### src/rtl/lift_pkg.sv
// Shared types and elaboration-time helpers for the multi-car lift dispatcher.
package lift_pkg;

   typedef enum logic [1:0] {
      IDLE = 2'd0,
      MOVE = 2'd1,
      DOOR = 2'd2
   } car_state_t;

   localparam int WAIT_W = 16;

   function automatic int clog2(input int value);
      int result;
      result = 0;
      for (int i = 0; i < 31; i++) begin
         if ((1 << i) < value) result = i + 1;
      end
      return result;
   endfunction

   // Port and counter widths never collapse to zero bits.
   function automatic int width_of(input int count);
      return (clog2(count) > 0) ? clog2(count) : 1;
   endfunction

   function automatic int zone_size(input int n_floors, input int n_cars);
      return (n_floors + n_cars - 1) / n_cars;
   endfunction

   function automatic int floor_to_car(input int floor, input int zone);
      return (floor - 1) / zone;
   endfunction

endpackage

### src/rtl/lift_car.sv
// One lift car: SCAN sequencing over its own zone, with floor-travel and door timers.
module lift_car
   import lift_pkg::*;
#(
   parameter int FW         = 4,
   parameter int ZONE       = 3,
   parameter int BASE       = 1,
   parameter int TOP        = 3,
   parameter int TRAVEL_CYC = 4,
   parameter int DOOR_CYC   = 3
) (
   input  logic          i_clk,
   input  logic          i_rst,
   input  logic          i_set_valid,
   input  logic [FW-1:0] i_set_floor,
   output logic [FW-1:0] o_floor,
   output logic          o_moving,
   output logic          o_door_open,
   output logic          o_arrive
);

   localparam int TMAX = (TRAVEL_CYC > DOOR_CYC) ? TRAVEL_CYC : DOOR_CYC;
   localparam int TW   = width_of(TMAX);

   localparam logic [TW-1:0] TRAVEL_T = TW'(TRAVEL_CYC - 1);
   localparam logic [TW-1:0] DOOR_T   = TW'(DOOR_CYC - 1);
   localparam logic [TW-1:0] TIMER_1  = TW'(1);
   localparam logic [FW-1:0] BASE_F   = FW'(BASE);
   localparam logic [FW-1:0] TOP_F    = FW'(TOP);
   localparam logic [FW-1:0] FLOOR_1  = FW'(1);

   car_state_t      r_state;
   car_state_t      w_state_nx;
   logic [TW-1:0]   r_timer;
   logic [TW-1:0]   w_timer_nx;
   logic [FW-1:0]   r_floor;
   logic [FW-1:0]   w_floor_nx;
   logic            r_dir_up;
   logic            w_dir_nx;
   logic            r_arrive;
   logic            w_arrive_nx;
   logic [ZONE-1:0] r_pending;
   logic [ZONE-1:0] w_set_mask;
   logic [ZONE-1:0] w_clr_mask;
   logic [FW-1:0]   w_cur_off;
   logic [FW-1:0]   w_set_off;
   logic [FW-1:0]   w_step_floor;
   logic [FW-1:0]   w_step_off;
   logic [FW-1:0]   w_clr_off;
   logic            w_clr_en;
   logic            w_here;
   logic            w_above;
   logic            w_below;
   logic            w_ahead;
   logic            w_behind;
   logic            w_step_hit;

   assign w_cur_off = r_floor - BASE_F;
   assign w_set_off = i_set_floor - BASE_F;

   // The floor reached after one travel period, pinned at the zone bounds.
   always_comb begin
      w_step_floor = r_floor;
      if (r_dir_up && (r_floor != TOP_F)) begin
         w_step_floor = r_floor + FLOOR_1;
      end else if (!r_dir_up && (r_floor != BASE_F)) begin
         w_step_floor = r_floor - FLOOR_1;
      end
   end

   assign w_step_off = w_step_floor - BASE_F;

   always_comb begin
      w_here     = 1'b0;
      w_above    = 1'b0;
      w_below    = 1'b0;
      w_step_hit = 1'b0;
      for (int i = 0; i < ZONE; i++) begin
         if (r_pending[i]) begin
            if (FW'(i) == w_cur_off)  w_here     = 1'b1;
            if (FW'(i) >  w_cur_off)  w_above    = 1'b1;
            if (FW'(i) <  w_cur_off)  w_below    = 1'b1;
            if (FW'(i) == w_step_off) w_step_hit = 1'b1;
         end
      end
   end

   assign w_ahead  = r_dir_up ? w_above : w_below;
   assign w_behind = r_dir_up ? w_below : w_above;

   always_comb begin
      w_state_nx  = r_state;
      w_timer_nx  = r_timer;
      w_floor_nx  = r_floor;
      w_dir_nx    = r_dir_up;
      w_arrive_nx = 1'b0;
      w_clr_en    = 1'b0;
      w_clr_off   = w_cur_off;
      case (r_state)
         IDLE: begin
            if (w_here) begin
               w_state_nx  = DOOR;
               w_timer_nx  = DOOR_T;
               w_arrive_nx = 1'b1;
               w_clr_en    = 1'b1;
            end else if (w_above || w_below) begin
               w_dir_nx   = w_ahead ? r_dir_up : !r_dir_up;
               w_state_nx = MOVE;
               w_timer_nx = TRAVEL_T;
            end
         end
         MOVE: begin
            if (r_timer != '0) begin
               w_timer_nx = r_timer - TIMER_1;
            end else if (!w_ahead) begin
               w_state_nx = IDLE;
            end else begin
               w_floor_nx = w_step_floor;
               if (w_step_hit) begin
                  w_state_nx  = DOOR;
                  w_timer_nx  = DOOR_T;
                  w_arrive_nx = 1'b1;
                  w_clr_en    = 1'b1;
                  w_clr_off   = w_step_off;
               end else begin
                  w_timer_nx = TRAVEL_T;
               end
            end
         end
         DOOR: begin
            // A fresh call to this floor holds the door open without a new arrival.
            if (w_here) begin
               w_timer_nx = DOOR_T;
               w_clr_en   = 1'b1;
            end else if (r_timer != '0) begin
               w_timer_nx = r_timer - TIMER_1;
            end else if (w_ahead) begin
               w_state_nx = MOVE;
               w_timer_nx = TRAVEL_T;
            end else if (w_behind) begin
               w_dir_nx   = !r_dir_up;
               w_state_nx = MOVE;
               w_timer_nx = TRAVEL_T;
            end else begin
               w_state_nx = IDLE;
            end
         end
         default: begin
            w_state_nx = IDLE;
         end
      endcase
   end

   // A call landing in the same cycle as a clear survives, so it is served on a later pass.
   always_comb begin
      w_set_mask = '0;
      w_clr_mask = '0;
      for (int i = 0; i < ZONE; i++) begin
         w_set_mask[i] = i_set_valid && (FW'(i) == w_set_off);
         w_clr_mask[i] = w_clr_en && (FW'(i) == w_clr_off);
      end
   end

   always_ff @(posedge i_clk or posedge i_rst) begin
      if (i_rst) begin
         r_state   <= IDLE;
         r_timer   <= '0;
         r_floor   <= BASE_F;
         r_dir_up  <= 1'b1;
         r_arrive  <= 1'b0;
         r_pending <= '0;
      end else begin
         r_state   <= w_state_nx;
         r_timer   <= w_timer_nx;
         r_floor   <= w_floor_nx;
         r_dir_up  <= w_dir_nx;
         r_arrive  <= w_arrive_nx;
         r_pending <= (r_pending & ~w_clr_mask) | w_set_mask;
      end
   end

   assign o_floor     = r_floor;
   assign o_moving    = (r_state == MOVE);
   assign o_door_open = (r_state == DOOR);
   assign o_arrive    = r_arrive;

endmodule

### src/rtl/lift_dispatcher.sv
// Multi-car lift dispatcher: decodes call requests, routes each to its zone's car and reports grants.
module lift_dispatcher
   import lift_pkg::*;
#(
   parameter int N_FLOORS   = 10,
   parameter int N_CARS     = 4,
   parameter int TRAVEL_CYC = 4,
   parameter int DOOR_CYC   = 3,
   parameter int FW         = 4,
   localparam int CAR_W     = width_of(N_CARS)
) (
   input  logic                 i_clk,
   input  logic                 i_rst,
   input  logic                 i_req_valid,
   input  logic [FW-1:0]        i_req_floor,
   output logic                 o_req_ready,
   output logic                 o_grant_valid,
   output logic [CAR_W-1:0]     o_grant_car,
   output logic [WAIT_W-1:0]    o_grant_wait,
   output logic                 o_req_err,
   output logic [N_CARS*FW-1:0] o_car_floor,
   output logic [N_CARS-1:0]    o_car_moving,
   output logic [N_CARS-1:0]    o_door_open,
   output logic [N_CARS-1:0]    o_arrive
);

   localparam int              ZONE      = zone_size(N_FLOORS, N_CARS);
   localparam logic [FW-1:0]   MAX_FLOOR = FW'(N_FLOORS);

   logic                 w_legal;
   logic                 w_accept;
   logic                 w_illegal;
   logic [CAR_W-1:0]     w_car;
   logic [FW-1:0]        w_sel_floor;
   logic [FW-1:0]        w_dist;
   logic [47:0]          w_wait_full;
   logic [WAIT_W-1:0]    w_wait;
   logic [N_CARS*FW-1:0] w_car_floor;
   logic [N_CARS-1:0]    w_car_moving;
   logic [N_CARS-1:0]    w_door_open;
   logic [N_CARS-1:0]    w_arrive;
   logic                 r_grant_valid;
   logic                 r_req_err;
   logic [CAR_W-1:0]     r_grant_car;
   logic [WAIT_W-1:0]    r_grant_wait;

   assign o_req_ready = !i_rst;
   assign w_legal     = (i_req_floor != '0) && (i_req_floor <= MAX_FLOOR);
   assign w_accept    = i_req_valid && o_req_ready && w_legal;
   assign w_illegal   = i_req_valid && o_req_ready && !w_legal;
   assign w_car       = CAR_W'(floor_to_car(int'(i_req_floor), ZONE));

   // Wait estimate uses the owning car's position as it stands at acceptance.
   always_comb begin
      w_sel_floor = '0;
      for (int k = 0; k < N_CARS; k++) begin
         if (CAR_W'(k) == w_car) w_sel_floor = w_car_floor[k*FW +: FW];
      end
   end

   assign w_dist      = (w_sel_floor > i_req_floor) ? (w_sel_floor - i_req_floor)
                                                    : (i_req_floor - w_sel_floor);
   assign w_wait_full = 48'(w_dist) * 48'(TRAVEL_CYC);
   assign w_wait      = (|w_wait_full[47:WAIT_W]) ? {WAIT_W{1'b1}} : w_wait_full[WAIT_W-1:0];

   always_ff @(posedge i_clk or posedge i_rst) begin
      if (i_rst) begin
         r_grant_valid <= 1'b0;
         r_req_err     <= 1'b0;
         r_grant_car   <= '0;
         r_grant_wait  <= '0;
      end else begin
         r_grant_valid <= w_accept;
         r_req_err     <= w_illegal;
         if (w_accept) begin
            r_grant_car  <= w_car;
            r_grant_wait <= w_wait;
         end
      end
   end

   for (genvar k = 0; k < N_CARS; k++) begin : g_car
      localparam int BASE = k * ZONE + 1;
      localparam int TOP  = ((k + 1) * ZONE < N_FLOORS) ? (k + 1) * ZONE : N_FLOORS;

      lift_car #(
         .FW         (FW),
         .ZONE       (ZONE),
         .BASE       (BASE),
         .TOP        (TOP),
         .TRAVEL_CYC (TRAVEL_CYC),
         .DOOR_CYC   (DOOR_CYC)
      ) u_car (
         .i_clk       (i_clk),
         .i_rst       (i_rst),
         .i_set_valid (w_accept && (w_car == CAR_W'(k))),
         .i_set_floor (i_req_floor),
         .o_floor     (w_car_floor[k*FW +: FW]),
         .o_moving    (w_car_moving[k]),
         .o_door_open (w_door_open[k]),
         .o_arrive    (w_arrive[k])
      );
   end

   assign o_grant_valid = r_grant_valid;
   assign o_req_err     = r_req_err;
   assign o_grant_car   = r_grant_car;
   assign o_grant_wait  = r_grant_wait;
   assign o_car_floor   = w_car_floor;
   assign o_car_moving  = w_car_moving;
   assign o_door_open   = w_door_open;
   assign o_arrive      = w_arrive;

endmodule
### config.mk
export PLATFORM = sky130hd
export DESIGN_NAME = lift_dispatcher
export DESIGN_NICKNAME = d
export VERILOG_FILES = /design/src/rtl/lift_pkg.sv /design/src/rtl/lift_car.sv /design/src/rtl/lift_dispatcher.sv
export SDC_FILE = /design/constraint.sdc
export NUM_CORES = 1
export LEC_CHECK = 0
export BUFFER_PORTS_ARGS = -buffer_cell sky130_fd_sc_hd__buf_2
export CELL_PAD_IN_SITES_DETAIL_PLACEMENT = 1
export CELL_PAD_IN_SITES_GLOBAL_PLACEMENT = 1
export CORE_MARGIN = 4
export CORE_UTILIZATION = 46
export DETAILED_ROUTE_END_ITERATION = 8
export PLACE_DENSITY_LB_ADDON = 0.2
export SETUP_SLACK_MARGIN = 0.5
export SKIP_CTS_REPAIR_TIMING = 1
export SYNTH_ARGS = -nofsm -noshare
export SYNTH_HDL_FRONTEND = slang
export SYNTH_SLANG_ARGS = --single-unit
### constraint.sdc
create_clock -name i_clk -period 4.9 [get_ports i_clk]
set_input_delay 1.47 -clock i_clk [delete_from_list [all_inputs] [get_ports i_clk]]
set_output_delay 1.47 -clock i_clk [all_outputs]
set_load 0.02 [all_outputs]
==> reports/metrics.yaml, run 1 <==
run_status:
  run_status: "finished, violations left"
  failed_checks: "negative setup slack"
sta:
  fmax_ghz: 0.193
  fin_skew_ns: 0.00626
  min_period_ns: 5.19
  setup_viol: 3
  rsz0062_at_grt: "yes"
  fin_crit_sh: 1.06
  worst_slew_pin_slew_ns: 0.819
  finalHoldViolations: 0
  slew_violations: 0
  setup_ws_ns: -0.287
  hold_ws_ns: 0.471
  relSlewSlack: 0.454
detailed_routing:
  wl_per_cell_um: 19.0
  ant_nets: 0
  wirelength_um: 19500
  first_iter_violations: 261
  route.detailed.drc: 0
  routed_via_density: 5.91
  drt_pass1_iterations: 6
  num_vias: 6051
floorplanning:
  die_area_um2: 16000
  io_pins: 56
  core_um2: 13800
  die_h_um: 127
  die_w_um: 127
  rows: 43
  initial_core_util: 0.468
cells_and_area:
  drive_gt1_frac: 0.186
  layout_common_cells: "70 x nand2_1, 66 x ha_1, 59 x inv_1"
  layout_commonest_cell: "nand2_1"
  area_delta_synth_final_pct: 14.3
  antenna_cells: 0
  fin_area_um2: 7400
  finalNetCount: 920
  fillers: 1676
synthesis:
  yosysSeqAreaShare: 0.234
  synth.distinct_cells: 82
  synthFlopType: "dfrtp_1"
  ys_warn_count: 0
  synth_area_per_cell_um2: 8.18
  synth_area_um2: 6470
  ys_ff_latch: 60
  postSynthCellCount: 791
  synthArstFlopShare: 1.00
  synth_edf_count: 0
  synth.top_cells.by_area: "dfrtp_1 19%, ha_1 14%, dfstp_2 4.5%, nand2_1 4.1%, a21oi_1 4.1%"
  synth_top_area_cell: "dfrtp_1"
  synth_top_area_frac: 0.190
worst_hold_path:
  worst_hold_path_type: "reg2reg"
  hold_path_startpoint: "o_grant_wait[2]"
  whs_path_depth: 2
setup_path:
  cp.arrival_ns: 5.40
  crit_start: "i_req_floor[1]"
  worstPathMaxFanout: 5
  setup.worst_path.class: "in2reg"
  slowest_stage: "fa_2"
  crit_chain: "buf_8 > clkinvlp_4 > ha_4 > a21boi_4 > xor2_2 > ha_2 > nand2b_4 > nand2b_4 > mux2i_4 > nand3b_1 > xor2_2 > mux2i_1 > mux2_4 > ha_4 > fa_2 > inv_1 > a21o_1 > a21oi_2 > a41oi_2 > nand2_1 > o21ai_0 > xor2_1 > o21ai_0"
  crit_family: "adder cells"
  end_kind: "flip-flop"
  crit_buf_inv: 3
  max_stage_delay_ns: 0.36
  r2r-start: "g_car[2].u_car.o_floor[0]"
  worst_ep_required_time_ns: 5.11
  rr_worst_depth: 13
  crit_cells: 23
  start_kind: "primary input"
global_routing:
  overflow: 0
  grt_max_degree: 61
  grt_pass1_wl_um: 32200
  grt_pass1_vias: 6475
  track_usage: 0.242
  antenna_found_initial: 0
power_and_ir_drop:
  seq_power_share: 0.215
  pwr-share-clk: 0.148
  swShare: 0.485
  p_sw_uw: 2150
  vdd_ir_drop_max_v: 0.000307
  total_leakage_power_uw: 0.00333
  power.share.combinational: 0.637
  p_per_area_nw_per_um2: 598
  p_int_uw: 2280
place:
  dp_hpwl_um: 14700
  place_area_um2: 7010
  port_buffers: 43
  gp_congestion: 0.895
clock_tree:
  cts_tree: "yes"
  cts.sinks: 60
  cts_made_buffers: 9
  cts_max_level: 3
  clk_pin_slew_ns: 0.05
  worstSkewPairLatency_ns: 0.34
  cts_buffer_depth: 2
  cts-root-buf: "clkbuf_16"
job:
  maxCapViolCount: 0
## metal layers
layer	routed length (um)	GRT usage	vias to the layer above
met3	662	0.0345	32
met1	8110	0.284	3021
met5	0	0	-
met4	498	0.0915	0
li1	-	-	2895
met2	10200	0.446	103
## power groups by stage
stage                     clock network [uW]  registers, uW  logic [uW]
after floorplan                            0            888        2080
after global placement                     0            941        2590
after global routing                     698            985        3130
final                                    654            950        2820
after detailed placement                   0            954        2760
after CTS                                674            947        2790
## cells by family after synthesis
family,synth area share
xor+xnor,0.0433
mux,0.0642
fa+ha+maj,0.143
compound gates,0.225
other cells,0.000580
simple gates,0.204
flops,0.234
buf+inv,0.0849
## synthesized netlist by cell type (5+ instances only)
master,count
buf_4,24
xnor2_1,20
o22ai_1,6
and3_1,6
o21ai_1,5
nor2_1,56
nand3_1,13
a31oi_1,9
a211oi_1,8
o21ai_0,36
a21o_1,10
ha_1,71
xor2_1,12
nand3b_1,12
nor3_1,14
o31ai_1,5
dfstp_2,11
dfrtp_1,49
mux2i_1,19
nand2_1,71
a22o_1,6
nand4_1,9
and2_1,9
or3_1,6
nand2b_1,19
nor3b_1,11
clkbuf_1,21
mux2_2,18
buf_2,7
a21oi_1,53
inv_1,62
o211ai_1,10
## stage by stage
stage                     power (uW)  setup slack, ns   util  std cells  setup TNS (ns)
after floorplan                 2960           -0.444      -        802           -1.11
after global placement          3530           -0.457  0.507       1005           -1.27
after detailed placement        3710           -0.649  0.507       1005           -1.85
after CTS                       4410           -0.313  0.528       1020          -0.897
after global routing            4810           -0.553  0.535       1024           -1.56
final                           4420           -0.287  0.535       1024          -0.817
## state kept, by name, indices dropped and copies added, names as in the netlist
signal                 flops
g_car.u_car.r_dir_up       4
o_grant_car                2
g_car.u_car.r_state        8
o_grant_wait               4
g_car.u_car.r_timer        8
o_grant_valid              1
o_req_err                  1
g_car.u_car.o_arrive       4
g_car.u_car.o_floor       16
g_car.u_car.r_pending     12
## worst register-to-register path, cell delays in order, from the launching register on
cell	delay (ns)
dfstp_2	0.73
inv_1	0.22
ha_1	0.46
nor2_1	0.07
o2bb2ai_1	0.15
or2_2	0.35
ha_1	0.25
and4_1	0.18
o22ai_1	0.18
xnor2_1	0.16
or4b_1	0.60
nor2_1	0.15
o21ai_1	0.10
a221o_1	0.35
## cell type report
class,count,area (um^2),share of cell area
well taps,180,225,0.0304
clock buffers,11,253,0.0342
multi-input cells,624,4590,0.620
clock inverters,4,48.8,0.00660
inverters,63,244,0.0330
flip-flops and latches,60,1520,0.205
repair buffers,82,522,0.0705
## path summary, 6_finish.rpt
kind / slack, ns / endpoint
worst max-delay path: -0.29 / o_grant_wait[4]
worst min-delay path: 0.47 / o_grant_wait[2]
worst max register to register: 0.83 / g_car[2].u_car.r_pending[1]
worst min register to register: 0.47 / o_grant_wait[2]
max in group asynchronous: 2.92 / g_car[3].u_car.r_state[1]
min in group asynchronous: 1.43 / g_car[0].u_car.r_timer[1]
(Power assumes the default switching activity.)
==> inputs of run 2 (changes only) <==
--- a/config.mk
+++ b/config.mk
@@ -6,4 +6,5 @@
 export NUM_CORES = 1
 export LEC_CHECK = 0
+export ABC_CLOCK_PERIOD_IN_PS = 4900
 export BUFFER_PORTS_ARGS = -buffer_cell sky130_fd_sc_hd__buf_2
 export CELL_PAD_IN_SITES_DETAIL_PLACEMENT = 1
==> constraint.sdc (replaced) <==
create_clock -name i_clk -period 4.9 [get_ports i_clk]
set_input_delay 0.245 -clock i_clk [delete_from_list [all_inputs] [get_ports i_clk]]
set_output_delay 0.245 -clock i_clk [all_outputs]
set_load 0.02 [all_outputs]
==> run 2 against run 1 <==
The run now ends clean. Sequential power barely moved. Hold slack lost 0.39 ns. Combinational power down 3%. Flip-flop and latch count unchanged. Clock power rose by 2%. Clock skew rose by 0.00077 ns. Design area down 3.0%. Critical path depth unchanged. Core utilization shrank 1.6 points. Sequential share of layout area rose by 0.63 points. Register-to-register slack about the same. Worst setup slack gained 0.93 ns. Critical endpoint is now o_grant_wait[5]. Largest cell class unchanged. Highest routed layer unchanged.
==> reports/metrics.yaml, run 2 (synthesis gave the netlist of run 1 again) <==
global_routing:
  grt_pass1_wl_um: 31400  # -2.4%
  overflow: 0  # unchanged
  antenna_found_initial: 0  # unchanged
  grt_pass1_vias: 6175  # -4.6%
  grt_max_degree: 62  # +1.6%
  track_usage: 0.235  # -0.00706
clock_tree:
  cts_tree: "yes"
  cts-root-buf: "clkbuf_16"
  cts_max_level: 3  # unchanged
  cts.sinks: 60  # unchanged
  worstSkewPairLatency_ns: 0.35  # about the same
  clk_pin_slew_ns: 0.06  # about the same
  cts_made_buffers: 9  # unchanged
  cts_buffer_depth: 2  # unchanged
worst_hold_path:
  hold_path_startpoint: "i_rst"
  whs_endpoint: "o_req_err"
  worst_hold_path_type: "in2reg"
  whs_path_depth: 2  # unchanged
cells_and_area:
  area_delta_synth_final_pct: 10.9
  layout_commonest_cell: "nand2_1"
  final_cells: 1001  # -2.2%
  fin_area_um2: 7180  # -3.0%
  antenna_cells: 0  # unchanged
  layout_common_cells: "71 x nand2_1, 65 x ha_1, 58 x inv_1"
  largest_reg_flops: 16  # unchanged
  finalNetCount: 896  # -2.6%
  drive_gt1_frac: 0.158  # -0.0277
sta:
  finalHoldViolations: 0  # unchanged
  fin_crit_sh: 0.869  # -0.190
  slew_violations: 0  # unchanged
  worst_slew_pin_slew_ns: 0.855  # +0.0366 ns
  setup_tns_ns: 0  # +0.817 ns
  fin_skew_ns: 0.00703  # +0.000774 ns
  min_period_ns: 4.26  # -0.929 ns
  setup_viol: 0  # -3
  setup_ws_ns: 0.642  # +0.929 ns
  fmax_ghz: 0.235  # +22%
  relSlewSlack: 0.430  # -0.0244
  rsz0062_at_grt: "no"
setup_path:
  crit_chain: "buf_2 > clkinvlp_4 > ha_4 > a21boi_4 > xor2_2 > ha_2 > nand2b_1 > nand2b_1 > mux2i_2 > nand3b_1 > buf_6 > nor2_1 > a21oi_1 > mux2_4 > ha_2 > fa_2 > inv_1 > a21o_1 > a21oi_1 > a41oi_2 > mux2i_1 > xnor2_1 > o21ai_0"
  reg2reg_slack_ns: 0.84  # about the same
  worstPathMaxFanout: 5  # unchanged
  r2r-end: "g_car[2].u_car.r_pending[1]"
  setup.worst_path.class: "in2reg"
  worst_ep_required_time_ns: 5.10  # about the same
  cp.arrival_ns: 4.46  # -0.94 ns
  end_kind: "flip-flop"
  r2r-start: "g_car[2].u_car.o_floor[0]"
  slowest_stage: "fa_2"
  rr_worst_depth: 13  # unchanged
  max_stage_delay_ns: 0.35  # about the same
  start_kind: "primary input"
detailed_routing:
  routed_via_density: 5.91  # about the same
  route.detailed.drc: 0  # unchanged
  drt_pass1_iterations: 5  # -1
  ant_nets: 0  # unchanged
  num_vias: 5920  # -2.2%
  wl_per_cell_um: 18.5  # -2.5%
  wirelength_um: 18500  # -4.6%
  first_iter_violations: 400  # +53%
power_and_ir_drop:
  p_per_area_nw_per_um2: 607  # +1.5%
  total_leakage_power_uw: 0.00319  # -4.2%
  vdd_ir_drop_max_v: 0.000348  # +14%
floorplanning:
  core_um2: 13800  # unchanged
  die_w_um: 127  # unchanged
  rows: 43  # unchanged
  die_h_um: 127  # unchanged
  die_area_um2: 16000  # unchanged
  initial_core_util: 0.468  # unchanged
  io_pins: 56  # unchanged
place:
  dp_hpwl_um: 13500  # -8.2%
  place_area_um2: 6720  # -4.1%
  dp_cells: 979  # -2.6%
  gp_congestion: 0.850  # -5.0%
  port_buffers: 43  # unchanged
  preCtsSetupSlack_ns: 0.0717  # +0.721 ns
job:
  maxCapViolCount: 0  # unchanged
run_status:
  run_status: "complete, no violations"
==> run 2: cell types whose count changed in the layout (fill, tap and decap cells not counted), moves of 2 or more <==
cell	previous run	this run
ha_2	1	3
nand2b_4	3	1
clkbuf_1	0	3
nand2b_1	16	18
buf_4	38	14
mux2i_2	0	2
==> run 2: worst max-delay path by stage <==
stage / from / endpoint / slack [ns] / cells past startpoint
after floorplan: i_req_floor[1] / o_grant_wait[5] / 0.55 / 21
after global placement: i_req_floor[1] / o_grant_wait[5] / 0.32 / 20
after detailed placement: i_req_floor[1] / o_grant_wait[5] / 0.07 / 20
after CTS: i_req_floor[0] / o_grant_wait[5] / 0.42 / 21
after global routing: i_req_floor[1] / o_grant_wait[4] / 0.39 / 24
final: i_req_floor[1] / o_grant_wait[5] / 0.64 / 23
==> run 2: metrics by stage <==
stage | power, uW | util | hold WS (ns)
after floorplan | 2960 | - | 0.315
after global placement | 3480 | 0.486 | 0.431
after detailed placement | 3610 | 0.486 | 0.438
after CTS | 4310 | 0.508 | 0.0702
after global routing | 4760 | 0.519 | 0.0829
final | 4360 | 0.519 | 0.0776
==> run 2: cell type report <==
type / instances / area [um^2]
multi-input cells: 624 / 4560
repair buffers: 58 / 334
well taps: 180 / 225
inverters: 63 / 243
flip-flops and latches: 60 / 1520
fillers: 1656 / 6650
clock buffers: 14 / 264
clock inverters: 2 / 35.0
==> run 2: metal layers <==
layer | vias to the layer above | part of all wire | GRT usage
met5 | - | 0 | 0
met4 | 0 | 0.014 | 0.0675
met3 | 24 | 0.031 | 0.0379
met2 | 99 | 0.49 | 0.397
met1 | 2951 | 0.47 | 0.312
li1 | 2846 | - | -
==> run 2: worst max-delay path: cells and delay by family <==
kind / cells / cell delay (ns)
and+or+nand+nor: 4 / 0.67
buffers and inverters: 4 / 0.58
AOI/OAI and AO/OA: 6 / 0.85
muxes: 3 / 0.75
adders and majority gates: 4 / 1.06
xor gates and xnor gates: 2 / 0.32
==> run 2: power breakdown <==
| part | switching [uW] | internal [uW] |
|---|---|---|
| Sequential | 272 | 680 |
| Clock | 243 | 421 |
| Combinational | 1600 | 1130 |
==> inputs of run 3 (changes only) <==
RECOVER_POWER = 100   (was not set)
==> run 3 against run 2 <==
The flow now finishes with violations (max-capacitance violations, max-slew violations). Clock-buffer cell count is the same. Clock skew grew 0.00085 ns. Maximum frequency is 5.1% lower. Critical endpoint unchanged. Critical path type unchanged. Register-to-register slack got worse by 0.26 ns. Flip-flop and latch count is the same. Via count decreased by 0.22%. Largest power group unchanged. Non-clock buffer count unchanged. Highest routed layer unchanged. Clock power about the same.
==> reports/metrics.yaml, run 3 (synthesis gave the netlist of run 1 again) <==
power_and_ir_drop:
  vdd_ir_drop_max_v: 0.000347  # -0.31%
  total_leakage_power_uw: 0.00307  # -3.7%
  p_per_area_nw_per_um2: 606  # -0.13%
floorplanning:
  initial_core_util: 0.468  # unchanged
  die_h_um: 127  # unchanged
  io_pins: 56  # unchanged
  die_w_um: 127  # unchanged
  die_area_um2: 16000  # unchanged
  core_um2: 13800  # unchanged
  rows: 43  # unchanged
run_status:
  failed_checks: "max-capacitance violations, max-slew violations"
  run_status: "finished, violations left"
cells_and_area:
  regArea_um2: 1520  # unchanged
  area_delta_synth_final_pct: 9.98
  layout_common_cells: "71 x nand2_1, 65 x ha_1, 60 x inv_1"
  drive_gt1_frac: 0.105  # -0.0536
  fillers: 1669  # +0.79%
  finalNetCount: 896  # unchanged
  largest_reg_flops: 16  # unchanged
  antenna_cells: 0  # unchanged
  fin_util: 0.515  # -0.00443
  layout_commonest_cell: "nand2_1"
  multi_input_area_um2: 4550  # -0.16%
place:
  gp_congestion: 0.850  # unchanged
  port_buffers: 43  # unchanged
  preCtsSetupSlack_ns: 0.0717  # unchanged
  dp_hpwl_um: 13500  # unchanged
global_routing:
  grt_pass1_vias: 6175  # unchanged
  grt_pass1_wl_um: 31400  # unchanged
  track_usage: 0.235  # unchanged
  antenna_found_initial: 0  # unchanged
  overflow: 0  # unchanged
  grt_max_degree: 62  # unchanged
worst_hold_path:
  worst_hold_path_type: "in2reg"
detailed_routing:
  wirelength_um: 18400  # -0.62%
  ant_nets: 0  # unchanged
  wl_per_cell_um: 18.4  # -0.62%
  routed_via_density: 5.90  # -0.22%
  first_iter_violations: 344  # -14%
  drt_pass1_iterations: 4  # -1
  num_vias: 5907  # -0.22%
  route.detailed.drc: 0  # unchanged
sta:
  rsz0062_at_grt: "no"
  relSlewSlack: -1.42  # -1.85
  slew_violations: 62  # +62
  setup_viol: 0  # unchanged
  fin_crit_sh: 0.915  # +0.0463
  setup_ws_ns: 0.415  # -0.227 ns
  hold_ws_ns: 0.0677  # -0.00993 ns
  min_period_ns: 4.48  # +0.227 ns
  fin_skew_ns: 0.00788  # +0.000845 ns
  setup_tns_ns: 0  # unchanged
  finalHoldViolations: 0  # unchanged
  fmax_ghz: 0.223  # -5.1%
  worst_slew_pin_slew_ns: 3.63  # +2.78 ns
clock_tree:
  cts_max_level: 3  # unchanged
  cts.sinks: 60  # unchanged
  cts_buffer_depth: 2  # unchanged
  cts_tree: "yes"
  worstSkewPairLatency_ns: 0.35  # about the same
  cts_made_buffers: 9  # unchanged
  clk_pin_slew_ns: 0.06  # about the same
  cts-root-buf: "clkbuf_16"
setup_path:
  setup.worst_path.class: "in2reg"
  worst_ep_required_time_ns: 5.10  # about the same
  cp.arrival_ns: 4.69  # +0.23 ns
  start_kind: "primary input"
  end_kind: "flip-flop"
  worstPathMaxFanout: 5  # unchanged
job:
  maxCapViolCount: 1  # +1
## run 3: changes by cell type in the layout (fill, tap and decap cells not counted), sizes merged
cell / delta
buf: -33
clkbuf: +33
## run 3: layer usage
metal  global-route usage  wire length (um)  vias to the layer above  share of wire
met5                    0                 0                        -              0
met3               0.0379               521                       27          0.028
li1                     -                 -                     2849              -
met2                0.397              9000                       96           0.49
met4               0.0675               278                        0          0.015
met1                0.312              8630                     2935           0.47
## run 3: layout make-up
type,count,area share
Sequential cell,60,0.213
Multi-Input combinational cell,624,0.640
Inverter,63,0.0338
Timing Repair Buffer,58,0.0397
Tap cell,180,0.0317
Clock buffer,14,0.0371
Clock inverter,2,0.00492
## run 3: critical path: stages
cell and delay (ns):
buf_2 0.12, clkinvlp_2 0.35, ha_4 0.31, a21boi_4 0.20, xor2_2 0.18, ha_2 0.29, nand2b_1 0.17, nand2b_1 0.16
mux2i_2 0.19, nand3b_1 0.18, buf_6 0.17, nor2_1 0.14, a21oi_1 0.10, mux2_4 0.32, ha_2 0.19, fa_2 0.35
inv_1 0.07, a21o_1 0.10, a21oi_1 0.07, a41oi_2 0.30, mux2i_1 0.26, xnor2_1 0.13, o21ai_0 0.08
## run 3: stage by stage
step / total power, uW / instance area [um^2] / cells
detailed placement: 3610 / 6720 / 979
global route: 4720 / 7120 / 1001
floorplan: 2960 / 6530 / 802
CTS: 4310 / 7020 / 995
finish: 4310 / 7120 / 1001
global placement: 3480 / 6720 / 979
## run 3: power by group
part	internal (uW)	switching [uW]	leakage (uW)
Clock	421	241	0.000147
Combinational	1110	1600	0.00224
Sequential	672	272	0.000687
Total	2200	2110	0.00307
## run 3: final timing paths
path | from | endpoint | slack [ns] | depth (start not counted)
setup / recovery | i_req_floor[1] | o_grant_wait[5] | 0.42 | 23
hold / removal | i_rst | o_req_err | 0.07 | 2
setup reg to reg | g_car[2].u_car.o_floor[0] | g_car[2].u_car.r_pending[1] | 0.58 | 13
hold reg to reg | o_grant_wait[2] | o_grant_wait[2] | 0.50 | 2
max in group asynchronous | i_rst | g_car[2].u_car.r_pending[0] | 1.52 | 3
min in group asynchronous | i_rst | o_grant_valid | 1.35 | 3
